**config.mk**
```make
export PLATFORM = sky130hd
export DESIGN_NAME = field_unit_flat
export DESIGN_NICKNAME = d
export VERILOG_FILES = /design/src/rtl/mix_pkg.sv /design/src/rtl/field_unit_if.sv /design/src/rtl/field_mask.sv /design/src/rtl/field_unit.sv /design/src/flat_wrapper.sv
export SDC_FILE = /design/constraint.sdc
export NUM_CORES = 1
export LEC_CHECK = 0
export CAP_MARGIN = 10
export CORE_ASPECT_RATIO = 0.75
export CORE_MARGIN = 8
export CORE_UTILIZATION = 55
export CTS_BUF_LIST = sky130_fd_sc_hd__clkbuf_16
export CTS_CLUSTER_SIZE = 25
export DETAILED_ROUTE_END_ITERATION = 12
export PLACE_DENSITY = 0.92
export SYNTH_ARGS = -nofsm -noshare
export SYNTH_HDL_FRONTEND = slang
export SYNTH_SLANG_ARGS = --single-unit
export TNS_END_PERCENT = 5
```
**constraint.sdc**
```tcl
create_clock -name clk -period 6.4 [get_ports clk]
set_input_delay 1.92 -clock clk [delete_from_list [all_inputs] [get_ports clk]]
set_output_delay 1.92 -clock clk [all_outputs]
set_load 0.03 [all_outputs]
```
**src/rtl/mix_pkg.sv**
```systemverilog
// Shared constants for the MIX field unit: operation codes, FSM state encoding
// and field-spec decode helpers.
package mix_pkg;

  localparam logic [1:0] MODE_STORE   = 2'd0;
  localparam logic [1:0] MODE_LOAD    = 2'd1;
  localparam logic [1:0] MODE_LOADNEG = 2'd2;

  localparam logic [1:0] ST_IDLE = 2'b00;
  localparam logic [1:0] ST_CAPT = 2'b01;
  localparam logic [1:0] ST_EXEC = 2'b10;

  localparam int FIELD_L_LSB = 3;
  localparam int FIELD_R_LSB = 0;

  function automatic logic [2:0] field_l(input logic [5:0] f);
    return f[FIELD_L_LSB +: 3];
  endfunction

  function automatic logic [2:0] field_r(input logic [5:0] f);
    return f[FIELD_R_LSB +: 3];
  endfunction

endpackage

```
**src/rtl/field_unit_if.sv**
```systemverilog
// Request/response bundle between a requester and the field unit.
interface field_unit_if #(parameter int W = 31);

  logic          start;
  logic [1:0]    mode;
  logic [5:0]    field;
  logic [11:0]   addressin;
  logic [W-1:0]  data;
  logic [W-1:0]  in;
  logic          busy;
  logic          done;
  logic [W-1:0]  out;
  logic [11:0]   addressout;
  logic          err;

  modport master (
    output start, mode, field, addressin, data, in,
    input  busy, done, out, addressout, err
  );

  modport slave (
    input  start, mode, field, addressin, data, in,
    output busy, done, out, addressout, err
  );

endinterface

```
**src/rtl/field_mask.sv**
```systemverilog
// Byte mask for field (L:R) plus the shift that right-justifies byte R.
// Expects R already clipped to NBYTES; the sign bit is in the mask iff L=0.
module field_mask #(
    parameter int BYTE_W = 6,
    parameter int NBYTES = 5,
    parameter int W      = 1 + NBYTES * BYTE_W,
    parameter int SH_W   = $clog2(W)
) (
    input  logic [2:0]      l,
    input  logic [2:0]      r,
    output logic [W-1:0]    mask,
    output logic [SH_W-1:0] shift
);

    logic [2:0] l_min;

    // NOTE: every output of a combinational block gets a default first, so no latch is inferred.
    always_comb begin
        l_min = (l == 3'd0) ? 3'd1 : l;
        mask  = '0;
        mask[W-1] = (l == 3'd0);
        for (int k = 1; k <= NBYTES; k++) begin
            if (k >= int'(l_min) && k <= int'(r))
                mask[(NBYTES-k)*BYTE_W +: BYTE_W] = '1;
        end
        shift = SH_W'((NBYTES - int'(r)) * BYTE_W);
    end

endmodule

```
**src/rtl/field_unit.sv**
```systemverilog
// MIX partial-field STORE / LOAD / LOADNEG unit, three-state request FSM.
// Build option FIELD_CHECK_EN: flag invalid fields on err instead of clipping them.
module field_unit
    import mix_pkg::*;
#(
    parameter int BYTE_W = 6,
    parameter int NBYTES = 5
) (
    input  logic          clk,
    input  logic          rst,
    field_unit_if.slave   bus
);

    localparam int W    = 1 + NBYTES * BYTE_W;
    localparam int SH_W = $clog2(W);

    logic [1:0]     state;
    logic [1:0]     cap_mode;
    logic [5:0]     cap_field;
    logic [11:0]    cap_addr;
    logic [W-1:0]   cap_data;
    logic [W-1:0]   cap_in;
    logic [2:0]     l_q;
    logic [2:0]     r_q;
    logic           done_q;
    logic [W-1:0]   out_q;
    logic [11:0]    addr_q;

    logic [2:0]     r_raw;
    logic [2:0]     r_clip;
    logic [W-1:0]   mask;
    logic [SH_W-1:0] shift;
    logic [W-1:0]   ins_aligned;
    logic [W-1:0]   store_val;
    logic [W-1:0]   load_val;
    logic [W-1:0]   result;

    assign r_raw  = field_r(cap_field);
    assign r_clip = (r_raw > 3'(NBYTES)) ? 3'(NBYTES) : r_raw;

    field_mask #(.BYTE_W(BYTE_W), .NBYTES(NBYTES), .W(W), .SH_W(SH_W)) u_mask (
        .l     (l_q),
        .r     (r_q),
        .mask  (mask),
        .shift (shift)
    );

    // Rightmost bytes of the register are slid up to end at byte R; sign travels separately.
    assign ins_aligned = {cap_in[W-1], cap_in[W-2:0] << shift};
    assign store_val   = (cap_data & ~mask) | (ins_aligned & mask);
    assign load_val    = {mask[W-1] & cap_data[W-1], (cap_data[W-2:0] & mask[W-2:0]) >> shift};

`ifdef FIELD_CHECK_EN
    logic inv_q;
    logic err_q;

    always_comb begin
        result = load_val;
        if (cap_mode == MODE_STORE)
            result = inv_q ? cap_data : store_val;
        else if (inv_q)
            result = '0;
        else if (cap_mode == MODE_LOADNEG)
            result = {~load_val[W-1], load_val[W-2:0]};
    end

    always_ff @(posedge clk or posedge rst) begin
        if (rst) begin
            inv_q <= 1'b0;
            err_q <= 1'b0;
        end else begin
            if (state == ST_CAPT)
                inv_q <= (field_l(cap_field) > r_raw) || (r_raw > 3'(NBYTES));
            if (state == ST_EXEC)
                err_q <= inv_q;
        end
    end

    assign bus.err = err_q;
`else
    always_comb begin
        result = load_val;
        if (cap_mode == MODE_STORE)
            result = store_val;
        else if (cap_mode == MODE_LOADNEG)
            result = {~load_val[W-1], load_val[W-2:0]};
    end

    assign bus.err = 1'b0;
`endif

    // NOTE: sequential state uses non-blocking assignments only; the captured operand registers are reset too.
    always_ff @(posedge clk or posedge rst) begin
        if (rst) begin
            state     <= ST_IDLE;
            cap_mode  <= '0;
            cap_field <= '0;
            cap_addr  <= '0;
            cap_data  <= '0;
            cap_in    <= '0;
            l_q       <= '0;
            r_q       <= '0;
            done_q    <= 1'b0;
            out_q     <= '0;
            addr_q    <= '0;
        end else begin
            done_q <= 1'b0;
            case (state)
                ST_IDLE: begin
                    if (bus.start) begin
                        cap_mode  <= bus.mode;
                        cap_field <= bus.field;
                        cap_addr  <= bus.addressin;
                        cap_data  <= bus.data;
                        cap_in    <= bus.in;
                        state     <= ST_CAPT;
                    end
                end
                ST_CAPT: begin
                    l_q   <= field_l(cap_field);
                    r_q   <= r_clip;
                    state <= ST_EXEC;
                end
                ST_EXEC: begin
                    out_q  <= result;
                    addr_q <= cap_addr;
                    done_q <= 1'b1;
                    state  <= ST_IDLE;
                end
                default: state <= ST_IDLE;
            endcase
        end
    end

    assign bus.busy       = (state == ST_CAPT) || (state == ST_EXEC);
    assign bus.done       = done_q;
    assign bus.out        = out_q;
    assign bus.addressout = addr_q;

endmodule

```
**src/flat_wrapper.sv**
```systemverilog
// flat-port wrapper written by rule: the top's interface ports become plain ports
module field_unit_flat import mix_pkg::*;
#(
    parameter int BYTE_W = 6,
    parameter int NBYTES = 5
)
  (clk, rst, bus_start, bus_mode, bus_field, bus_addressin, bus_data, bus_in, bus_busy, bus_done, bus_out, bus_addressout, bus_err);
  field_unit_if #(.W(31)) bus_i ();
  input  logic clk;
  input  logic rst;
  input wire logic [$bits(bus_i.start)-1:0] bus_start;
  input wire logic [$bits(bus_i.mode)-1:0] bus_mode;
  input wire logic [$bits(bus_i.field)-1:0] bus_field;
  input wire logic [$bits(bus_i.addressin)-1:0] bus_addressin;
  input wire logic [$bits(bus_i.data)-1:0] bus_data;
  input wire logic [$bits(bus_i.in)-1:0] bus_in;
  output wire logic [$bits(bus_i.busy)-1:0] bus_busy;
  output wire logic [$bits(bus_i.done)-1:0] bus_done;
  output wire logic [$bits(bus_i.out)-1:0] bus_out;
  output wire logic [$bits(bus_i.addressout)-1:0] bus_addressout;
  output wire logic [$bits(bus_i.err)-1:0] bus_err;
  assign bus_i.start = bus_start;
  assign bus_i.mode = bus_mode;
  assign bus_i.field = bus_field;
  assign bus_i.addressin = bus_addressin;
  assign bus_i.data = bus_data;
  assign bus_i.in = bus_in;
  assign bus_busy = bus_i.busy;
  assign bus_done = bus_i.done;
  assign bus_out = bus_i.out;
  assign bus_addressout = bus_i.addressout;
  assign bus_err = bus_i.err;
  field_unit #(.BYTE_W(BYTE_W), .NBYTES(NBYTES)) u_core (.clk(clk), .rst(rst), .bus(bus_i));
endmodule
```
==> impl_metrics.yaml <==
synthesis:
  synth_area_per_cell_um2: 10.2
  async_flop_share_pct: 100
  yosysUniqueCellTypes: 78
  synthCells: 813
  ys_warn_count: 0
  ys_seq_area_share_pct: 40.3
  syn_nets: 909
  syn_area_mm2: 0.00833
  ys_ff_latch: 134
  synth_edf_count: 0
  synthFlopType: "dfrtp_1"
clock_network:
  cts_buffer_depth: 2
  insertion_delay_ns: 0.43
  postCtsSetupRepairBufs: 0
  cts_tree: "done"
  cts_buffers: 17
  cts_resized: 0
  cts.sinks: 134
  htree_num_levels: 4
  root_buffer: "clkbuf_16"
  clkTransAtPathRegs_ns: 0.07
  cts_hold_buffers: 0
setup_path:
  critPathTopFamily: "buffers and inverters"
  worstPathMaxFanout: 4
  max_stage_delay_ns: 0.67
  cp_num_buf_inv: 2
  worstPathCellList: "inv_1, ha_1, clkdlybuf4s50_1"
  cp-end-kind: "primary output"
  arrival_ns: 1.88
  start_kind: "flip-flop"
  r2r_slack_ns: 2.61
  critPathSlowestCell: "clkdlybuf4s50_1"
  required_ns: 4.48
  crit_type: "flip-flop to primary output"
die:
  core_mm2: 0.0150
  row_count: 39
  die_height_um: 123
  die_w_um: 158
  die-area_mm2: 0.0194
  ios: 131
  start_util_pct: 55.4
layout:
  finalNetCount: 1005
  final_common_cell: "dfrtp_1"
  antennaDiodeCount: 0
  final_cell_mix: "dfrtp_1, clkdlybuf4s50_1, mux2_2"
  syn2layout_area_growth_pct: 22.8
  drive_above_1_share_pct: 20.9
  fin_cells: 1127
placed_design:
  place_congestion: 1.03
  dp.cells: 1095
  hpwl_um: 20200
  io_buffer_count: 129
route:
  vias_per_cell: 6.73
  route.vias.total: 7588
  first_pass_iters: 6
  post_drt_wl_per_cell_um: 24.7
  drt_iter0_markers: 1166
  ant_nets: 0
  routed_wl_um: 27900
  remaining_drc_errors: 0
grt:
  grt_pass1_vias: 7351
  track_usage_pct: 29.3
  grt_first_pass_wirelength_um: 43500
  globalRoute.totalOverflow: 0
  antenna_found_initial: 1
  grt_max_degree: 83
timing:
  fmax_mhz: 263
  fin_crit_sh_pct: 59.4
  rsz0062_at_grt: "false"
  setup_tns_ns: 0
  finalSetupViolations: 0
  fin_skew_ns: 0.00684
  maxSlewViolCount: 0
  slew_headroom_pct: 27.9
  worst_pin_slew_ns: 1.08
  final-hold-violation-count: 0
  min_period_ns: 3.80
worst_hold_path:
  hp-class: "flip-flop to flip-flop"
job:
  max-cap-violations: 0
run_status:
  status: "finished clean"
-- through the flow --
step	hold WS [ns]	cell area [µm²]	worst slack, ns	util, %
floorplan	0.474	8330	0.897	-
global placement	0.482	9640	2.65	64.2
detailed placement	0.489	9640	2.60	64.2
CTS	0.504	10200	2.61	68.0
global route	0.519	10200	2.43	68.0
finish	0.501	10200	2.60	68.0
-- cells in the mapped netlist, types with 4 or more instances --
library cell | number | area, µm²
o2111ai_1 | 5 | 43.8
or3_1 | 4 | 25.0
and2_1 | 7 | 43.8
nor3_1 | 8 | 40.0
o31ai_1 | 4 | 30.0
nand2b_1 | 10 | 62.6
buf_4 | 6 | 45.0
a32oi_1 | 8 | 70.1
nor2_1 | 50 | 188
ha_1 | 11 | 138
o211ai_1 | 11 | 82.6
nand4_1 | 5 | 31.3
buf_6 | 7 | 78.8
nor2b_1 | 8 | 50.1
nand2_1 | 82 | 308
nand3_1 | 24 | 120
mux2_2 | 115 | 1290
buf_2 | 25 | 125
a22o_1 | 6 | 52.6
o22a_1 | 4 | 35.0
mux2i_1 | 19 | 190
o21ai_0 | 39 | 195
clkbuf_1 | 24 | 90.1
a21oi_1 | 39 | 195
mux4_2 | 16 | 360
dfrtp_1 | 134 | 3350
a211oi_1 | 10 | 75.1
inv_1 | 13 | 48.8
a311oi_1 | 4 | 35.0
a31oi_1 | 13 | 81.3
o32ai_1 | 5 | 43.8
o22ai_1 | 6 | 37.5
o221ai_1 | 9 | 78.8
a22oi_1 | 7 | 52.6
and3_1 | 11 | 68.8
-- worst reg2reg max path, delay by kind of cell (launching register included) --
kind	cells	cell delay (ns)
flip-flops	1	0.67
AO/OA/AOI/OAI	3	0.86
XOR/XNOR	1	0.17
buffers and inverters	2	0.79
adder cells (fa/ha/maj)	2	0.86
AND/OR/NAND/NOR	1	0.34
-- logic make-up (layout without fill, tap and decap cells) --
group	after synthesis	in the layout	synth area share, %
xor gates and xnor gates	3	3	0.316
other	1	1	0.0450
adders and majority gates	11	11	1.65
buffers and inverters	76	185	4.70
AOI/OAI and AO/OA	210	210	17.9
DFF	134	134	40.3
muxes	150	150	22.2
and+or+nand+nor	228	228	13.0
-- flip-flops by register name, summed over array words and instances, names as in the netlist --
register,flops
u_core.cap_data,31
u_core.cap_field,6
u_core.cap_addr,12
u_core.bus.done,1
u_core.cap_in,31
u_core.state,2
u_core.r_q,3
u_core.l_q,3
u_core.bus.addressout,12
u_core.cap_mode,2
u_core.bus.out,31
-- layout make-up --
type,instances,area (µm²)
clock buffers,17,425
clock inverters,15,156
fillers,1183,4800
inverters,14,55.1
multi-input cells,603,4610
flip-flops and latches,134,3350
well taps,205,256
repair buffers,139,1370
-- metal layers --
layer	routed length (µm)	part of all wire (%)	global-route usage, %
met1	11500	41	40.6
met2	11600	42	40.8
met5	13	0.047	0
met3	4100	15	12.6
met4	724	2.6	8.81
-- path summary, 6_finish.rpt --
kind                                          from             endpoint  cells after the start
worst max-delay path               u_core.state[0]             bus_busy                      3
worst min-delay path            u_core.bus.out[15]   u_core.bus.out[15]                      1
worst max register to register       u_core.r_q[2]    u_core.bus.out[4]                      9
worst min register to register  u_core.bus.out[15]   u_core.bus.out[15]                      1
max in group asynchronous                      rst   u_core.bus.out[18]                      3
min in group asynchronous                      rst  u_core.cap_data[19]                      2
Power is left out: the tool's default activity adds up to more than one toggle a clock period on the data nets, which glitch-free logic cannot reach.
